===== config.mk =====
export PLATFORM = sky130hd
export DESIGN_NAME = mem_bus_arbiter
export DESIGN_NICKNAME = d
export VERILOG_FILES = /design/src/rtl/mem_bus_arbiter.sv
export SDC_FILE = /design/constraint.sdc
export NUM_CORES = 1
export LEC_CHECK = 0
export ABC_AREA = 1
export CORE_ASPECT_RATIO = 1.1
export CORE_MARGIN = 2
export CORE_UTILIZATION = 43
export DETAILED_ROUTE_END_ITERATION = 7
export PLACE_DENSITY = 0.85
export SKIP_CTS_REPAIR_TIMING = 1
export SYNTH_ARGS = -nofsm -noshare
export SYNTH_HDL_FRONTEND = slang
export SYNTH_SLANG_ARGS = --single-unit

===== constraint.sdc =====
create_clock -name clk -period 2.8 [get_ports clk]
set_input_delay 0.56 -clock clk [delete_from_list [all_inputs] [get_ports clk]]
set_output_delay 0.56 -clock clk [all_outputs]
set_load 0.03 [all_outputs]

===== src/rtl/mem_bus_arbiter.sv =====
// mem_bus_arbiter
// Single-master memory controller between the core's instruction-fetch (IF)
// and load/store (LS) ports and two targets: synchronous RAM and the IO block.
// One transaction is in flight at a time. IF and LS share the port under
// round-robin priority. The address decodes to RAM, IO or unmapped. Every
// transaction ends with a one-cycle completion pulse to its owner. An IO
// timeout stops a stuck peripheral from hanging the core.
//
// Ports
//   clk, rst_n                  clock (rising edge), async active-low reset
//   if_req_i/if_addr_i          IF read request and address
//   if_gnt_o                    IF accepted (combinational, IDLE only)
//   if_rvalid_o/if_err_o        IF completion pulse and error qualifier
//   if_rdata_o                  IF read data, valid with if_rvalid_o
//   ls_req_i/ls_we_i/ls_addr_i/ls_wdata_i/ls_be_i   LS request fields
//   ls_gnt_o/ls_rvalid_o/ls_err_o/ls_rdata_o        LS response, as for IF
//   ram_en_o/ram_we_o/ram_addr_o/ram_wdata_o        RAM strobe and fields
//   ram_rdata_i                 RAM read data, valid the cycle after ram_en_o
//   io_req_o/io_we_o/io_be_o/io_addr_o/io_wdata_o   IO request (level) and fields
//   io_ack_i/io_rdata_i         IO completion; read data valid with the ack
module mem_bus_arbiter #(
  parameter int IO_TIMEOUT = 64
) (
  input  logic        clk,
  input  logic        rst_n,
  input  logic        if_req_i,
  input  logic [31:0] if_addr_i,
  output logic        if_gnt_o,
  output logic        if_rvalid_o,
  output logic        if_err_o,
  output logic [31:0] if_rdata_o,
  input  logic        ls_req_i,
  input  logic        ls_we_i,
  input  logic [31:0] ls_addr_i,
  input  logic [31:0] ls_wdata_i,
  input  logic [3:0]  ls_be_i,
  output logic        ls_gnt_o,
  output logic        ls_rvalid_o,
  output logic        ls_err_o,
  output logic [31:0] ls_rdata_o,
  output logic        ram_en_o,
  output logic [3:0]  ram_we_o,
  output logic [27:0] ram_addr_o,
  output logic [31:0] ram_wdata_o,
  input  logic [31:0] ram_rdata_i,
  output logic        io_req_o,
  output logic        io_we_o,
  output logic [3:0]  io_be_o,
  output logic [15:0] io_addr_o,
  output logic [31:0] io_wdata_o,
  input  logic        io_ack_i,
  input  logic [31:0] io_rdata_i
);

  localparam int CW = (IO_TIMEOUT > 1) ? $clog2(IO_TIMEOUT) : 1;
  localparam logic [CW-1:0] CNT_LAST = CW'(IO_TIMEOUT - 1);

  typedef enum logic [1:0] {
    S_IDLE = 2'd0,
    S_RAM  = 2'd1,
    S_IO   = 2'd2,
    S_RESP = 2'd3
  } state_t;

  state_t        r_state;
  logic          r_last_ls;   // last grant went to LS (reset: IF)
  logic          r_owner_ls;  // owner of the transaction in flight
  logic          r_we;
  logic [CW-1:0] r_cnt;
  logic          r_rd_ram;    // RESP of a RAM read: return ram_rdata_i directly
  logic [31:0]   r_rdata;
  logic          r_if_rvalid;
  logic          r_if_err;
  logic          r_ls_rvalid;
  logic          r_ls_err;
  logic          r_ram_en;
  logic [3:0]    r_ram_we;
  logic [27:0]   r_ram_addr;
  logic [31:0]   r_ram_wdata;
  logic          r_io_req;
  logic          r_io_we;
  logic [3:0]    r_io_be;
  logic [15:0]   r_io_addr;
  logic [31:0]   r_io_wdata;

  logic          w_idle;
  logic          w_gnt_if;
  logic          w_gnt_ls;
  logic          w_any_gnt;
  logic [31:0]   w_addr;
  logic [31:0]   w_wdata;
  logic          w_we;
  logic [3:0]    w_be;
  logic          w_is_ram;
  logic          w_is_io;
  logic          w_resp_data_sel;
  logic [31:0]   w_resp_data;

  // Round-robin grant and selection of the winning requester's fields
  always_comb begin
    // Gated by rst_n so that no grant is seen while reset is held
    w_idle    = (r_state == S_IDLE) && rst_n;
    // On a tie, grant the requester that was not granted last
    w_gnt_ls  = w_idle && ls_req_i && (!if_req_i || !r_last_ls);
    w_gnt_if  = w_idle && if_req_i && !w_gnt_ls;
    w_any_gnt = w_gnt_if || w_gnt_ls;
    if (w_gnt_ls) begin
      w_addr  = ls_addr_i;
      w_we    = ls_we_i;
      w_be    = ls_be_i;
      w_wdata = ls_wdata_i;
    end else begin
      // IF fetches are always full-word reads
      w_addr  = if_addr_i;
      w_we    = 1'b0;
      w_be    = 4'hF;
      w_wdata = 32'h0000_0000;
    end
    w_is_ram        = (w_addr[31:28] == 4'h0);
    w_is_io         = (w_addr[31:16] == 16'hF000);
    w_resp_data_sel = r_rd_ram;
    w_resp_data     = w_resp_data_sel ? ram_rdata_i : r_rdata;
  end

  assign if_gnt_o    = w_gnt_if;
  assign ls_gnt_o    = w_gnt_ls;
  assign if_rvalid_o = r_if_rvalid;
  assign if_err_o    = r_if_err;
  assign ls_rvalid_o = r_ls_rvalid;
  assign ls_err_o    = r_ls_err;
  // Read data shows only on the owner's rvalid cycle; otherwise it stays zero
  assign if_rdata_o  = r_if_rvalid ? w_resp_data : 32'h0000_0000;
  assign ls_rdata_o  = r_ls_rvalid ? w_resp_data : 32'h0000_0000;
  assign ram_en_o    = r_ram_en;
  assign ram_we_o    = r_ram_we;
  assign ram_addr_o  = r_ram_addr;
  assign ram_wdata_o = r_ram_wdata;
  assign io_req_o    = r_io_req;
  assign io_we_o     = r_io_we;
  assign io_be_o     = r_io_be;
  assign io_addr_o   = r_io_addr;
  assign io_wdata_o  = r_io_wdata;

  // Transaction FSM with registered target strobes and response outputs
  always_ff @(posedge clk or negedge rst_n) begin
    if (!rst_n) begin
      r_state     <= S_IDLE;
      r_last_ls   <= 1'b0;
      r_owner_ls  <= 1'b0;
      r_we        <= 1'b0;
      r_cnt       <= '0;
      r_rd_ram    <= 1'b0;
      r_rdata     <= 32'h0000_0000;
      r_if_rvalid <= 1'b0;
      r_if_err    <= 1'b0;
      r_ls_rvalid <= 1'b0;
      r_ls_err    <= 1'b0;
      r_ram_en    <= 1'b0;
      r_ram_we    <= 4'h0;
      r_ram_addr  <= 28'h000_0000;
      r_ram_wdata <= 32'h0000_0000;
      r_io_req    <= 1'b0;
      r_io_we     <= 1'b0;
      r_io_be     <= 4'h0;
      r_io_addr   <= 16'h0000;
      r_io_wdata  <= 32'h0000_0000;
    end else begin
      case (r_state)
        S_IDLE: begin
          if (w_any_gnt) begin
            r_owner_ls <= w_gnt_ls;
            r_last_ls  <= w_gnt_ls;
            r_we       <= w_we;
            if (w_is_ram) begin
              r_state     <= S_RAM;
              r_ram_en    <= 1'b1;
              r_ram_we    <= w_we ? w_be : 4'h0;
              r_ram_addr  <= w_addr[27:0];
              r_ram_wdata <= w_wdata;
            end else if (w_is_io) begin
              r_state    <= S_IO;
              r_io_req   <= 1'b1;
              r_io_we    <= w_we;
              r_io_be    <= w_be;
              r_io_addr  <= w_addr[15:0];
              r_io_wdata <= w_wdata;
              r_cnt      <= '0;
            end else begin
              // Unmapped: answer at once with an error and touch no target
              r_state     <= S_RESP;
              r_if_rvalid <= w_gnt_if;
              r_if_err    <= w_gnt_if;
              r_ls_rvalid <= w_gnt_ls;
              r_ls_err    <= w_gnt_ls;
              r_rd_ram    <= 1'b0;
              r_rdata     <= 32'h0000_0000;
            end
          end else begin
            r_state <= S_IDLE;
          end
        end
        S_RAM: begin
          r_state     <= S_RESP;
          r_ram_en    <= 1'b0;
          r_ram_we    <= 4'h0;
          r_ram_addr  <= 28'h000_0000;
          r_ram_wdata <= 32'h0000_0000;
          r_if_rvalid <= !r_owner_ls;
          r_ls_rvalid <= r_owner_ls;
          r_if_err    <= 1'b0;
          r_ls_err    <= 1'b0;
          // RAM data arrives during RESP and is forwarded straight through
          r_rd_ram    <= !r_we;
          r_rdata     <= 32'h0000_0000;
        end
        S_IO: begin
          // The ack takes priority over a timeout that falls on the same cycle
          if (io_ack_i || (r_cnt == CNT_LAST)) begin
            r_state     <= S_RESP;
            r_io_req    <= 1'b0;
            r_io_we     <= 1'b0;
            r_io_be     <= 4'h0;
            r_io_addr   <= 16'h0000;
            r_io_wdata  <= 32'h0000_0000;
            r_if_rvalid <= !r_owner_ls;
            r_ls_rvalid <= r_owner_ls;
            r_if_err    <= !r_owner_ls && !io_ack_i;
            r_ls_err    <= r_owner_ls && !io_ack_i;
            r_rd_ram    <= 1'b0;
            r_rdata     <= (io_ack_i && !r_we) ? io_rdata_i : 32'h0000_0000;
          end else begin
            r_cnt <= r_cnt + CW'(1);
          end
        end
        S_RESP: begin
          r_state     <= S_IDLE;
          r_if_rvalid <= 1'b0;
          r_if_err    <= 1'b0;
          r_ls_rvalid <= 1'b0;
          r_ls_err    <= 1'b0;
          r_rd_ram    <= 1'b0;
          r_rdata     <= 32'h0000_0000;
        end
        default: begin
          r_state <= S_IDLE;
        end
      endcase
    end
  end

endmodule

# Yosys cells after proc, flatten, opt, wreduce, memory -nomap -nowiden

Index checks and enable logic that the tools add are counted.

Bits in latches: 0
RAM bits: 0
Register bits: 166
Memory bits (read-only): 0
Word-level logic and storage cells: 136
Memories: 0

Bitwise logic cells: 0
Mux-type cells: 78
Order comparisons: 0
Multipliers: 0
Reductions and logical operators: 26
Shift operators: 0
Equality and inequality tests: 12
Add/subtract/negate cells: 1
Divide/modulo/power cells: 0

Operator list:

| operator                                                      | count |
|---|---|
| 32-bit two-way mux                                            | 16 |
| 32-bit case mux with 2 select lines                           | 2 |
| 32-bit case mux with 3 select lines                           | 1 |
| 16-bit two-way mux                                            | 4 |
| 28-bit two-way mux                                            | 2 |
| 28-bit case mux with 2 select lines                           | 1 |
| 4-bit two-way mux                                             | 8 |
| 16-bit case mux with 2 select lines                           | 1 |
| 1-bit two-way mux                                             | 24 |
| 6-bit two-way mux                                             | 4 |
| 16-bit == test, second input constant                         | 1 |
| 4-bit case mux with 2 select lines                            | 2 |
| 2-bit inequality test, second input constant                  | 7 |
| 1-bit case mux with 4 select lines                            | 3 |
| 6-bit case mux with 2 select lines                            | 1 |
| 5-bit AND reduction                                           | 2 |
| 1-bit logical AND                                             | 8 |
| 2-bit case mux with 4 select lines                            | 1 |
| 6-bit by 1-bit adder with 6-bit output, second input constant | 1 |
| 6-bit == test, second input constant                          | 1 |
| 2-bit two-way mux                                             | 3 |
| 1-bit case mux with 2 select lines                            | 3 |
| 1-bit case mux with 3 select lines                            | 2 |
| 1-bit logical NOT                                             | 5 |
| 10 further kinds                                              | 14 |

# Longest topological paths before layout

Gate-level depths: netlist (run 1).

Depth in word-level cells: 10
Depth in mapped cells: 18

# Least setup slack after synthesis (run 1)

Ideal clock, no wire load.

Path kind: reg2out
Start: register r_state[0]
End: output port ls_gnt_o
Slack: 0.567 ns
Required time: 2.240 ns
Arrival time: 1.673 ns
Cell stages (with the launch flop): 9
Cells stage by stage: dfrtp_1 > inv_1 > ha_1 > buf_4 > nand2_4 > nor2_4 > buf_2 > buf_2 > buf_2

Cells in the longest elaborated chain, start to end: 4

Ends and longest elaborated chain:

| what                            | line | source |
|---|---|---|
| from (decl)                     | 65   | `state_t r_state;` |
| from (signal assigned)          | 147  | `r_state <= S_IDLE;` |
| from (signal assigned)          | 175  | `r_state <= S_RAM;` |
| from (signal assigned)          | 181  | `r_state <= S_IO;` |
| 2-bit logical NOT               | 102  | `w_idle = (r_state == S_IDLE) && rst_n;` |
| 1-bit logical AND               | 102  |  |
| 1-bit logical AND (2 in series) | 104  | `w_gnt_ls = w_idle && ls_req_i && (!if_req_i \|\| !r_last_ls);` |
| to (decl)                       | 37   | `output logic ls_gnt_o,` |

No other way between the ends.

# Worst setup path after layout (run 1)

Start: register r_rd_ram
End: output port if_rdata_o[27]

Cells in the longest elaborated chain, start to end: 2

Ends and longest elaborated chain:

| what                   | line | source |
|---|---|---|
| from (decl)            | 70   | `logic r_rd_ram;` |
| from (signal assigned) | 213  | `r_rd_ram <= !r_we;` |
| 32-bit two-way mux     | 122  | `w_resp_data = w_resp_data_sel ? ram_rdata_i : r_rdata;` |
| 32-bit two-way mux     | 132  | `assign if_rdata_o = r_if_rvalid ? w_resp_data : 32'h0000_0000;` |
| to (decl)              | 31   | `output logic [31:0] if_rdata_o,` |

No other way between the ends.

==> results.sh, run 1 <==
export IMPL_status="finished clean"
export IMPL_antenna_found_initial=0
export IMPL_detailed_place_hpwl_um=20320
export IMPL_die_w_um=138.2
export IMPL_syn_num_nets=1321
export IMPL_via_count=8883
export IMPL_rsz0062_at_grt="false"
export IMPL_ys_warn_count=0
export IMPL_synth_seq_cells=166
export IMPL_p_switching_mw=4.974
export IMPL_p_total_mw=11.12
export IMPL_fillCellCount=1625
export IMPL_multi_input_area_um2=3690
export IMPL_grt_first_pass_wirelength_um=43660
export IMPL_synth_xor_area_share_pct=0.1028
export IMPL_p_sw_share_pct=44.73
export IMPL_synth_area_um2=8517
export IMPL_via_per_inst=5.064
export IMPL_crit_path_start_kind="flip-flop"
export IMPL_timing_final_crit_share_pct=95.94
export IMPL_routed_wl_um=28430
export IMPL_clock_sinks=166
export IMPL_worst_setup_path_end_kind="output port"
export IMPL_tightest_slew_ns=0.9061
export IMPL_grt_pass1_vias=8478
export IMPL_drtPass1Iterations=7
export IMPL_diodes=0
export IMPL_rrSetupSlack_ns=0.24
export IMPL_p_leak_nw=6.388
export IMPL_grt_start_max_net_pins=167
export IMPL_synthMuxAreaShare_pct=4.231
export IMPL_finalClockSkew_ns=0.01342
export IMPL_cts_made_buffers=17
export IMPL_rr_worst_depth=14
export IMPL_die_area_um2=20950
export IMPL_synth_distinct_cells=25
export IMPL_die_h_um=151.6
export IMPL_gp_congestion=0.9265
export IMPL_ios=359
export IMPL_crit_type="flip-flop to output port"
export IMPL_cp_required_ns=2.24
export IMPL_clk_latency_ns=0.43
export IMPL_finalMaxSlewViolations=0
export IMPL_period_minus_slack_ns=2.686
export IMPL_cts_root_buf="clkbuf_16"
export IMPL_syn_area_per_cell_um2=7.432
export IMPL_max_freq_mhz=372.3
export IMPL_stdcell_count=1754
export IMPL_p_int_mw=6.145
export IMPL_crit_path_max_fanout=26
export IMPL_layout_nets=1664
export IMPL_cp_data_arrival_time_ns=2.13
export IMPL_grt_total_usage_pct=26.09
export IMPL_synthSimpleGateAreaFrac_pct=34.38
export IMPL_start_util_pct=43.32
export IMPL_comb_power_share_pct=49.9
export IMPL_pwr_share_clk_pct=20.9
export IMPL_worstReg2RegStart="r_state[0]"
export IMPL_fp_coreArea_um2=19660
export IMPL_drc=0
export IMPL_relSlewSlack_pct=39.59
export IMPL_cts_tree="done"
export IMPL_synthToLayoutAreaGrowth_pct=53.42
export IMPL_h_tree_depth=4
export IMPL_power_density_nw_per_um2=851.0
export IMPL_hold_path_class="input pin to asynchronous set/reset pin"
export IMPL_wire_per_inst_um=16.21
export IMPL_synth_compound_area_share_pct=3.673
export IMPL_finish_utilization_pct=66.46
export IMPL_rows=54
export IMPL_finalHoldViolCount=0
export IMPL_cts_path_max_buffers=2
export IMPL_ys_seq_area_share_pct=48.77
export IMPL_setup_viol=0
export IMPL_port_buffers=358
export IMPL_synth_top_family_by_area="simple AND/OR/NAND/NOR gates"
export IMPL_ant_nets=0
export IMPL_dp_cells=1711
export IMPL_drive_gt1_share_pct=5.859
export IMPL_hold_ws_ns=0.3205
export IMPL_seq_power_share_pct=29.2
export IMPL_synth_cells=1146
export IMPL_regArea_um2=4156
export IMPL_clk_pin_slew_ns=0.07
export IMPL_synth_fa_ha_area_share_pct=0.7345
export IMPL_drt_iter0_markers=438
export IMPL_maxCapViolations=0
export IMPL_critical_path_max_stage_delay_ns=0.60
export IMPL_ir_drop_mv=0.4533
export IMPL_crit_chain="buf_12 > mux2i_1 > nor2_1 > clkdlybuf4s50_1"
export IMPL_slowest_stage="clkdlybuf4s50_1"
export IMPL_grt_overflow=0
export IMPL_reg2reg_to="io_addr_o[15]"
==> cells in the final DEF, fill, tap and decap left out <==
| cell type | count |
|---|---|
| nor2_2 | 1 |
| clkbuf_1 | 1 |
| xor2_1 | 1 |
| nand3_1 | 110 |
| nand2_1 | 434 |
| buf_4 | 20 |
| clkinv_1 | 1 |
| o21ai_0 | 57 |
| and2_1 | 2 |
| a21oi_1 | 2 |
| buf_12 | 13 |
| nand2_2 | 2 |
| clkinv_8 | 4 |
| nor3_1 | 1 |
| inv_2 | 3 |
| clkinv_4 | 1 |
| nand3_2 | 1 |
| inv_1 | 74 |
| mux2i_1 | 35 |
| nor2_1 | 168 |
| nor2_4 | 3 |
| clkbuf_16 | 17 |
| o21ai_1 | 1 |
| mux2i_2 | 1 |
| nand2_4 | 3 |
| dfrtp_2 | 2 |
| ha_1 | 4 |
| inv_8 | 3 |
| inv_6 | 5 |
| clkdlybuf4s50_1 | 355 |
| buf_6 | 2 |
| nor3b_1 | 2 |
| o22ai_1 | 2 |
| dfrtp_1 | 164 |
| clkinvlp_4 | 6 |
| ha_2 | 1 |
==> critical path: cells and delay by family, from the launching register on <==
kind	cells	cell delay, ns
flops	1	0.41
buf+inv	2	0.83
simple gates	1	0.09
mux	1	0.36
==> cell type report <==
cell class | count | share of cell area (%)
timing repair inverter | 3 | 0.1724
clock inverter | 14 | 1.216
clock buffer | 18 | 3.284
inverter | 80 | 2.356
tap | 252 | 2.413
sequential | 166 | 31.81
multi-input combinational | 831 | 28.24
timing repair buffer | 390 | 30.51
==> through the flow <==
stage	cell area, um^2	worst slack (ns)	setup TNS, ns
after floorplan	8517	0.5667	0
after global placement	12360	0.01367	0
after detailed placement	12360	-0.03703	-0.2775
after CTS	12940	-0.1202	-3.100
after global routing	13070	0.007653	0
final	13070	0.1137	0
==> routing by layer <==
metal | vias up | part of all wire (%) | track usage (%)
met5 | - | 0 | 0
met4 | 0 | 3.5 | 11.89
met3 | 64 | 8.8 | 8.077
met2 | 409 | 51 | 46.19
met1 | 4173 | 37 | 29.12
li1 | 4237 | - | -
==> worst max path at each step <==
stage / from / end / slack [ns] / depth (start not counted)
5_1_grt: r_state[0] / io_addr_o[9] / 0.008 / 15
6_report: r_rd_ram / if_rdata_o[27] / 0.11 / 4
3_5_place_dp: if_req_i / io_addr_o[15] / -0.04 / 13
2_1_floorplan: r_state[0] / ls_gnt_o / 0.57 / 8
3_3_place_gp: if_req_i / ls_gnt_o / 0.01 / 6
4_1_cts: r_state[1] / ls_gnt_o / -0.12 / 6
==> flip-flops by register name (all words and copies together), names as in the netlist <==
signal	flops
ls_err_o	1
r_rd_ram	1
ram_addr_o	28
r_cnt	6
r_we	1
io_wdata_o	32
if_err_o	1
io_addr_o	16
io_req_o	1
r_owner_ls	1
ram_wdata_o	32
r_rdata	32
ram_we_o	4
io_we_o	1
ls_rvalid_o	1
r_state	2
io_be_o	4
if_rvalid_o	1
ram_en_o	1
==> power by group through the flow <==
stage	Combinational (mW)	Clock [mW]	Sequential, mW
finish	5.55	2.32	3.25
global route	5.97	2.48	3.31
CTS	5.44	2.38	3.24
detailed placement	5.42	0	3.27
global placement	5.33	0	3.26
floorplan	2.70	0	3.91
==> cells in the mapped netlist (all sizes together) <==
cell type	n	area (um^2)
buf	44	292.8
nor2	171	664.4
mux2i	36	360.4
nor3b	2	15.01
nor3	1	5.000
and2	2	12.51
clkinv	1	3.750
inv	79	296.5
o21ai	58	290.3
ha	5	62.56
xor2	1	8.760
o22ai	2	12.51
a21oi	2	10.01
dfrtp	166	4154
clkbuf	26	97.59
nand3	111	555.5
nand2	439	1675
==> cell families (layout without fill, tap and decap cells) <==
| group | count (synthesis) | after routing |
|---|---|---|
| fa+ha+maj | 5 | 5 |
| mux | 36 | 36 |
| flops | 166 | 166 |
| buf+inv | 150 | 505 |
| xor+xnor | 1 | 1 |
| compound gates | 62 | 62 |
| simple gates | 726 | 727 |
Power figures use the tool's default switching activity.
==> inputs of run 2 (changes only) <==
Settings changed: CELL_PAD_IN_SITES_DETAIL_PLACEMENT set to 0, CELL_PAD_IN_SITES_GLOBAL_PLACEMENT set to 1, CORE_UTILIZATION 43 to 30, SLEW_MARGIN set to 5.
==> run 2 against run 1 <==
Wire length grew 3.7%. Setup slack got worse by 0.072 ns. Register-to-register slack improved by 0.07 ns. Die area grew 42%. Sequential share of layout area is 0.40 points lower. Clock skew grew 0.0020 ns. Via count shrank 4.1%.
==> results.sh, run 2 (synthesis gave the netlist of run 1 again) <==
export IMPL_status="finished clean"
export IMPL_layout_commonest_cell="nand2_1"
export IMPL_gp_congestion=0.8197
export IMPL_cp_data_arrival_time_ns=2.20
export IMPL_clock_sinks=166
export IMPL_via_per_inst=4.577
export IMPL_final_cell_mix="nand2_1 (434), clkdlybuf4s50_1 (350), nor2_1 (168)"
export IMPL_grt_start_max_net_pins=167
export IMPL_fin_area_um2=13230
export IMPL_die_area_um2=29750
export IMPL_rows=64
export IMPL_placed_area_um2=12550
export IMPL_drive_gt1_share_pct=5.674
export IMPL_crit_path_max_fanout=12
export IMPL_max_freq_mhz=362.6
export IMPL_pwr_share_clk_pct=22.0
export IMPL_wire_per_inst_um=15.84
export IMPL_finish_utilization_pct=47.48
export IMPL_routed_wl_met2_um=14100
export IMPL_fin_setup_tns_ns=0
export IMPL_crit_type="flip-flop to output port"
export IMPL_p_switching_mw=5.083
export IMPL_power_density_nw_per_um2=860.1
export IMPL_setup_viol=0
export IMPL_finalClockSkew_ns=0.01538
export IMPL_p_int_mw=6.297
export IMPL_hold_path_class="input pin to asynchronous set/reset pin"
export IMPL_drt_iter0_markers=362
export IMPL_layout_nets=1660
export IMPL_tightest_slew_ns=0.9080
export IMPL_ios=359
export IMPL_via_count=8517
export IMPL_rrSetupSlack_ns=0.31
export IMPL_drtPass1Iterations=4
export IMPL_rsz0062_at_grt="true"
export IMPL_finalMaxSlewViolations=0
export IMPL_seq_power_share_pct=28.6
export IMPL_hold_ws_ns=0.3299
export IMPL_maxCapViolations=0
export IMPL_cts_made_buffers=17
export IMPL_die_h_um=180.7
export IMPL_grt_overflow=0
export IMPL_grt_pass1_vias=8553
export IMPL_ir_drop_mv=0.4559
export IMPL_wl_met3_um=2886
export IMPL_h_tree_depth=4
export IMPL_grt_total_usage_pct=19.54
export IMPL_cp_required_ns=2.24
export IMPL_crit_path_start_kind="flip-flop"
export IMPL_start_util_pct=30.56
export IMPL_synthToLayoutAreaGrowth_pct=55.35
export IMPL_detailed_place_hpwl_um=21110
export IMPL_antenna_found_initial=1
export IMPL_clk_latency_ns=0.44
export IMPL_worst_setup_path_end_kind="output port"
export IMPL_cts_root_buf="clkbuf_16"
export IMPL_timing_final_crit_share_pct=98.49
export IMPL_die_w_um=164.7
export IMPL_routed_wl_um=29480
export IMPL_cts_path_max_buffers=2
export IMPL_comb_power_share_pct=49.5
export IMPL_fillCellCount=2789
export IMPL_drc=0
export IMPL_finalHoldViolCount=0
export IMPL_drt_met1_wl_um=12060
export IMPL_cts_tree="done"
export IMPL_p_leak_nw=6.471
export IMPL_p_total_mw=11.38
export IMPL_grt_first_pass_wirelength_um=45910
export IMPL_relSlewSlack_pct=39.47
export IMPL_fp_coreArea_um2=27870
export IMPL_port_buffers=358
export IMPL_routed_top_layer="met5"
export IMPL_clk_pin_slew_ns=0.08
export IMPL_ant_nets=0
export IMPL_p_sw_share_pct=44.67
export IMPL_diodes=0
export IMPL_period_minus_slack_ns=2.758
run 2: cell types whose count changed in the layout (fill, tap and decap cells not counted), moves of 2 or more:
| cell | previous run | this run |
|---|---|---|
| clkdlybuf4s50_1 | 355 | 350 |
| dlymetal6s2s_1 | 0 | 4 |
| clkinv_8 | 4 | 6 |
| clkinvlp_4 | 6 | 4 |
| inv_6 | 5 | 3 |
run 2: area by class of cell:
cell class / count / area [um^2] / share of cell area [%]
Sequential cell: 166 / 4156 / 31.41
Timing Repair Buffer: 388 / 3988 / 30.14
Multi-Input combinational cell: 830 / 3680 / 27.81
Tap cell: 363 / 454.2 / 3.433
Clock buffer: 17 / 425.4 / 3.215
Inverter: 80 / 307.8 / 2.326
Clock inverter: 15 / 205.2 / 1.551
Timing Repair inverter: 2 / 15.01 / 0.1135
run 2: per-stage QoR:
| stage | worst slack [ns] | instances |
|---|---|---|
| finish | 0.04218 | 1861 |
| global placement | 0.03701 | 1826 |
| global route | -0.05647 | 1861 |
| detailed placement | 0.01805 | 1826 |
| floorplan | 0.5667 | 1146 |
| CTS | -0.1968 | 1858 |
run 2: final timing paths:
path,to,from,depth (start not counted)
min,ram_addr_o[24],rst_n,2
max,if_rdata_o[23],if_rvalid_o,4
max reg2reg,io_wdata_o[3],r_state[0],17
min reg2reg,io_addr_o[10],io_addr_o[10],2
max in group asynchronous,io_be_o[3],rst_n,2
min in group clk,io_addr_o[10],io_addr_o[10],2
run 2: critical path: stages, from the launching register on:
cell and delay, ns:
dfrtp_1 0.51, clkinvlp_4 0.24, buf_4 0.23, nor2_1 0.11
clkdlybuf4s50_1 0.68
run 2: layer usage:
metal / track usage [%] / up-vias
li1: - / 4219
met1: 23.33 / 3960
met2: 33.22 / 308
met3: 7.140 / 28
met4: 4.904 / 2
met5: 0 / -
run 2: power groups by stage:
stage	Combinational (mW)	Sequential, mW	Clock [mW]
3_3_place_gp	5.63	3.27	0
4_1_cts	5.68	3.24	2.58
2_1_floorplan	2.70	3.91	0
6_report	5.63	3.25	2.50
3_5_place_dp	5.66	3.28	0
5_1_grt	6.10	3.32	2.65
==> variant 1, RTL diff (flow settings as in run 1) <==
Set the parameter `IO_TIMEOUT` to 128 (it was 64).
--- a/src/rtl/mem_bus_arbiter.sv
+++ b/src/rtl/mem_bus_arbiter.sv
@@ -20,5 +20,5 @@
 //   io_ack_i/io_rdata_i         IO completion; read data valid with the ack
 module mem_bus_arbiter #(
-  parameter int IO_TIMEOUT = 64
+  parameter int IO_TIMEOUT = 128
 ) (
   input  logic        clk,
Behaviour: same outputs for any inputs over 4 cycles, from zero or initial values and one cycle with rst_n low; that may be too few to reach the edited logic, so the function may still have changed.
==> variant 1 against run 1 <==
Sequential cell count grew 1; count of clock-buffer cells in the layout decreased by 1; clock skew increased by 0.0035 ns; first-iteration DRC count shrank 1.4%; setup slack lost 0.053 ns; total power grew 0.52%; global-route usage grew 0.70 points; combinational power is 0.9% higher; critical path depth unchanged; wire length shrank 1.3%; cell area is 0.22% higher; register-to-register slack lost 0.02 ns; synthesized area is 0.57% higher; critical endpoint is now if_rdata_o[0]; highest routed layer is now met5.
==> variant 1: results (changes against run 1) <==
Finish:
- The area of the multi-input gates is 3710 sq um (+0.54%).
- The number of diodes added for antenna fixing was 3 (+3).
- The buffer count excluding the clock tree in the final layout came to 393 (+0.77%).
- The number of nets in the layout is 1656 (-0.48%).
- The filler cell count was 1604 (-1.3%).
- The layout cell share with drive strength beyond 1 was 5.76% (-0.10 points).
- The fraction of area in registers came to 31.9% (+0.11 points).

Drt:
- The number of vias in the routed layout came to 8701 (-2.0%).
- The number of violations reported at the end of detailed-routing iteration 0 came to 432 (-1.4%).

Synth:
- Ranked by total cell area, the synthesized netlist is headed by dfrtp_1, nand2_1, nor2_1.
- The flip-flop and latch count after synthesis is 167 (+0.60%).
- The adder and majority gate portion of the synthesized area came to 0.730% (-0.0042 points).
- The sequential area share after synthesis was 48.8% (about the same).
- The xor/xnor cell area share of the yosys netlist is 0.204% (+0.10 points).

Setup path:
- The logic depth of the worst register-to-register path came to 17 (+3).
- The reg-to-reg critical path endpoint is io_wdata_o[5].
- The critical path arrival came to 2.18 ns (+0.05 ns).
- The critical-path maximum fanout was 11 (-58%).

Global routing:
- The wire length of the first global-routing pass is 45300 um (+3.8%).
- The pin count of the biggest net entering global routing is 74 (-56%).

STA:
- The worst-margin pin slew is 0.965 ns (+0.0588 ns).
- The clock skew after layout was 0.0170 ns (+0.00354 ns).
- The post-route worst hold slack is 0.189 ns (-0.132 ns).
- The time the worst path needs with I/O delays and setup is 2.74 ns (+0.0529 ns).

Power:
- The combinational fraction of design power is 50.1% (+0.2 points).
- The leakage power of the design is 6.39 nW (about the same).
- The largest vdd supply drop was 0.000537 V (+19%).

Placed design:
- The detailed placer's ending HPWL is 20500 um (+1.0%).
- The setup slack at placement is -0.0304 ns (+0.00663 ns).

Outcome:
- The run finished with clean final reports.
-- variant 1: cell count changes after synthesis, moves of 3 or more --
cell,run 1,this run
nand2_1,434,422
inv_1,77,70
buf_2,24,19
mux2i_1,36,41
clkbuf_1,26,30
nor2_1,168,172
buf_6,7,10
-- variant 1: per-stage QoR --
| stage | cells | power, mW | TNS, ns |
|---|---|---|---|
| 2_1_floorplan | 1139 | 6.64 | 0 |
| 3_3_place_gp | 1709 | 8.72 | 0 |
| 3_5_place_dp | 1709 | 8.84 | -0.149 |
| 4_1_cts | 1741 | 11.2 | -0.770 |
| 5_1_grt | 1748 | 11.9 | 0 |
| 6_report | 1749 | 11.2 | 0 |
-- variant 1: per-layer routing --
layer	vias to the layer above	part of all wire [%]
li1	4219	-
met1	4068	38
met4	2	3.3
met3	55	8.9
met5	-	0.043
met2	357	49
==> variant 2, RTL diff (settings of run 1) <==
Without the edit above. Put one more register stage on the output `if_err_o`, without a reset. The value now appears one clock later. The other outputs are not delayed to match.
--- a/src/rtl/mem_bus_arbiter.sv
+++ b/src/rtl/mem_bus_arbiter.sv
@@ -126,5 +126,7 @@
   assign ls_gnt_o    = w_gnt_ls;
   assign if_rvalid_o = r_if_rvalid;
-  assign if_err_o    = r_if_err;
+  always_ff @(posedge clk) begin
+    if_err_o <= r_if_err;
+  end
   assign ls_rvalid_o = r_ls_rvalid;
   assign ls_err_o    = r_ls_err;
Function: changed (a bounded check fails within 4 cycles, from zero or initial values and one cycle with rst_n low).
==> variant 2 against run 1 <==
Synthesized area grew 0.24%; cell area rose by 0.35%; final cell count up 0.17%; combinational power grew 0.7%; register-to-register slack gained 0.08 ns; sequential cell count increased by 1; total power grew 0.46%; hold slack worse by 0.025 ns; wire length down 1.1%; sequential share of layout area hardly changed; global-route usage is 0.18 points higher; setup slack worse by 0.043 ns; highest routed layer unchanged.
==> variant 2: results (changes against run 1) <==
Global routing:
- The initial antenna violation count is 1 (+1).
- The pin count of the biggest net entering global routing is 167 (unchanged).
- The total routing resource utilization after global routing was 26.3% (+0.18 points).
- The via count of the first global-routing pass is 8750 (+3.2%).
- The wire length of the first global-routing pass is 44000 um (+0.84%).

Finish:
- The filler cell count is 1626 (+0.062%).
- The layout cell share with drive strength beyond 1 is 5.72% (-0.14 points).
- The number of nets in the layout is 1665 (+0.060%).

STA:
- The worst max-slew margin expressed relative to the limit is 40.5% (+0.93 points).
- The total negative slack for setup checks is 0 ns (unchanged).
- The post-route worst hold slack is 0.296 ns (-0.0249 ns).
- The clock skew after layout is 0.0151 ns (+0.00170 ns).

Placed design:
- The final RePlAce weighted congestion is 0.950 (+2.6%).
- The setup slack at placement is -0.0836 ns (-0.0465 ns).
- The number of buffers inserted by port buffering is 358 (unchanged).
- The placed cell area is 12400 sq um (+0.36%).
- The detailed placer's ending HPWL is 19900 um (-2.2%).

Setup path:
- The flop-to-flop setup slack is 0.32 ns (+0.08 ns).
- The startpoint of the most critical register-to-register path is r_state[0].
- The endpoint identified for the worst register-to-register timing path is r_rdata[29].
- The critical path arrival is 2.17 ns (+0.04 ns).
- The critical-path maximum fanout came to 21 (-19%).
- The logic depth of the worst register-to-register path is 14 (unchanged).

Synth:
- The warning count from the yosys run was 0 (unchanged).
- The post-synth net total was 1322 (+0.076%).
- In the post-synthesis netlist, the biggest area contributors are dfrtp_1, nand2_1, nor2_1.
- The commonest cells after synthesis are nand2_1, nor2_1, dfrtp_1.
- The sequential area share after synthesis is 48.9% (+0.12 points).
- The distinct cell type count of the synthesized netlist is 26 (+4.0%).
- The proportion of register bits with asynchronous set or reset after synthesis is 99.4% (-0.60 points).

Hold path:
- The min-delay analysis places its worst path in the category in2async.

Drt:
- The number of violations reported at the end of detailed-routing iteration 0 was 477 (+8.9%).
- The met3 routed wirelength came to 2480 um (-1.2%).
- The met2 wirelength from detailed routing is 14000 um (-2.9%).
- The number of vias in the routed layout is 8879 (-0.045%).
- The wire length per cell came to 16.0 um (-1.3%).
- The highest metal layer carrying signal wires in the routed design is met4.
- The routed metal-1 wire length is 10500 um (+0.72%).
- The number of detailed-routing iterations run before antenna repair was 5 (-2).

Power:
- The largest vdd supply drop is 0.000759 V (+67%).
- The leakage power of the design is 6.44 nW (+0.78%).
- The switching power came to 4.97 mW (-0.14%).
- The sequential fraction of design power is 29.1% (about the same).

CTS:
- The maximum count of clock buffers along a single path is 2 (unchanged).
- The buffer type at the clock tree root is clkbuf_16.
- The number of buffers created by CTS was 17 (unchanged).
- The later pin in the worst-skew pair is clocked with a latency of 0.44 ns.
- The register clock-pin slew on the reported worst setup and hold paths is 0.07 ns (about the same).
- The CTS H-tree depth is 4 (unchanged).

Outcome:
- The run finished with clean final reports.
variant 2: worst max-delay path by stage:
stage,slack [ns],cells past startpoint,from,end
after detailed placement,-0.08,10,if_req_i,ram_we_o[0]
after CTS,-0.11,3,if_rvalid_o,if_rdata_o[3]
final,0.07,4,ls_rvalid_o,ls_rdata_o[26]
after floorplan,0.57,8,r_state[0],ls_gnt_o
after global routing,-0.05,4,ls_rvalid_o,ls_rdata_o[26]
after global placement,0.009,10,if_req_i,ram_we_o[2]
variant 2: logic make-up (layout without fill, tap and decap cells):
logic type | after synthesis | count (layout) | synth area share, %
AND/OR/NAND/NOR | 726 | 726 | 34.3
flip-flops | 167 | 167 | 48.9
buffers and inverters | 150 | 506 | 8.09
AO/OA/AOI/OAI | 62 | 62 | 3.66
multiplexers | 36 | 36 | 4.22
adder cells (fa/ha/maj) | 5 | 5 | 0.733
XOR/XNOR | 1 | 1 | 0.103
other | 0 | 2 | 0
variant 2: worst max-delay path: stages (launching register included):
cell	delay [ns]
dfrtp_1	0.41
inv_1	0.29
buf_4	0.32
nor2_1	0.08
clkdlybuf4s50_1	0.64
variant 2: final cells by class:
| class | count | share of cell area (%) |
|---|---|---|
| Timing Repair inverter | 1 | 0.0573 |
| Timing Repair Buffer | 393 | 30.8 |
| Antenna cell | 2 | 0.0382 |
| Tap cell | 252 | 2.40 |
| Sequential cell | 167 | 31.8 |
| Multi-Input combinational cell | 830 | 28.1 |
| Clock buffer | 18 | 3.35 |
| Clock inverter | 14 | 1.13 |
| Inverter | 80 | 2.32 |
variant 2: layer usage:
| layer | up-vias | global-route usage, % |
|---|---|---|
| li1 | 4232 | - |
| met1 | 4183 | 30.1 |
| met2 | 402 | 45.4 |
| met3 | 62 | 8.20 |
| met4 | 0 | 12.0 |
| met5 | - | 0 |
variant 2: through the flow:
stage          util (%)  cells
6_report           66.7   1757
5_1_grt            66.7   1756
4_1_cts            66.1   1744
3_5_place_dp       63.1   1712
3_3_place_gp       63.1   1712
2_1_floorplan         -   1147
variant 2: power by group through the flow:
| stage | clock [mW] | sequential (mW) | combinational [mW] |
|---|---|---|---|
| final | 2.33 | 3.25 | 5.59 |
| after detailed placement | 0 | 3.27 | 5.50 |
| after CTS | 2.38 | 3.24 | 5.52 |
| after floorplan | 0 | 3.94 | 2.70 |
| after global placement | 0 | 3.25 | 5.41 |
| after global routing | 2.50 | 3.30 | 6.03 |
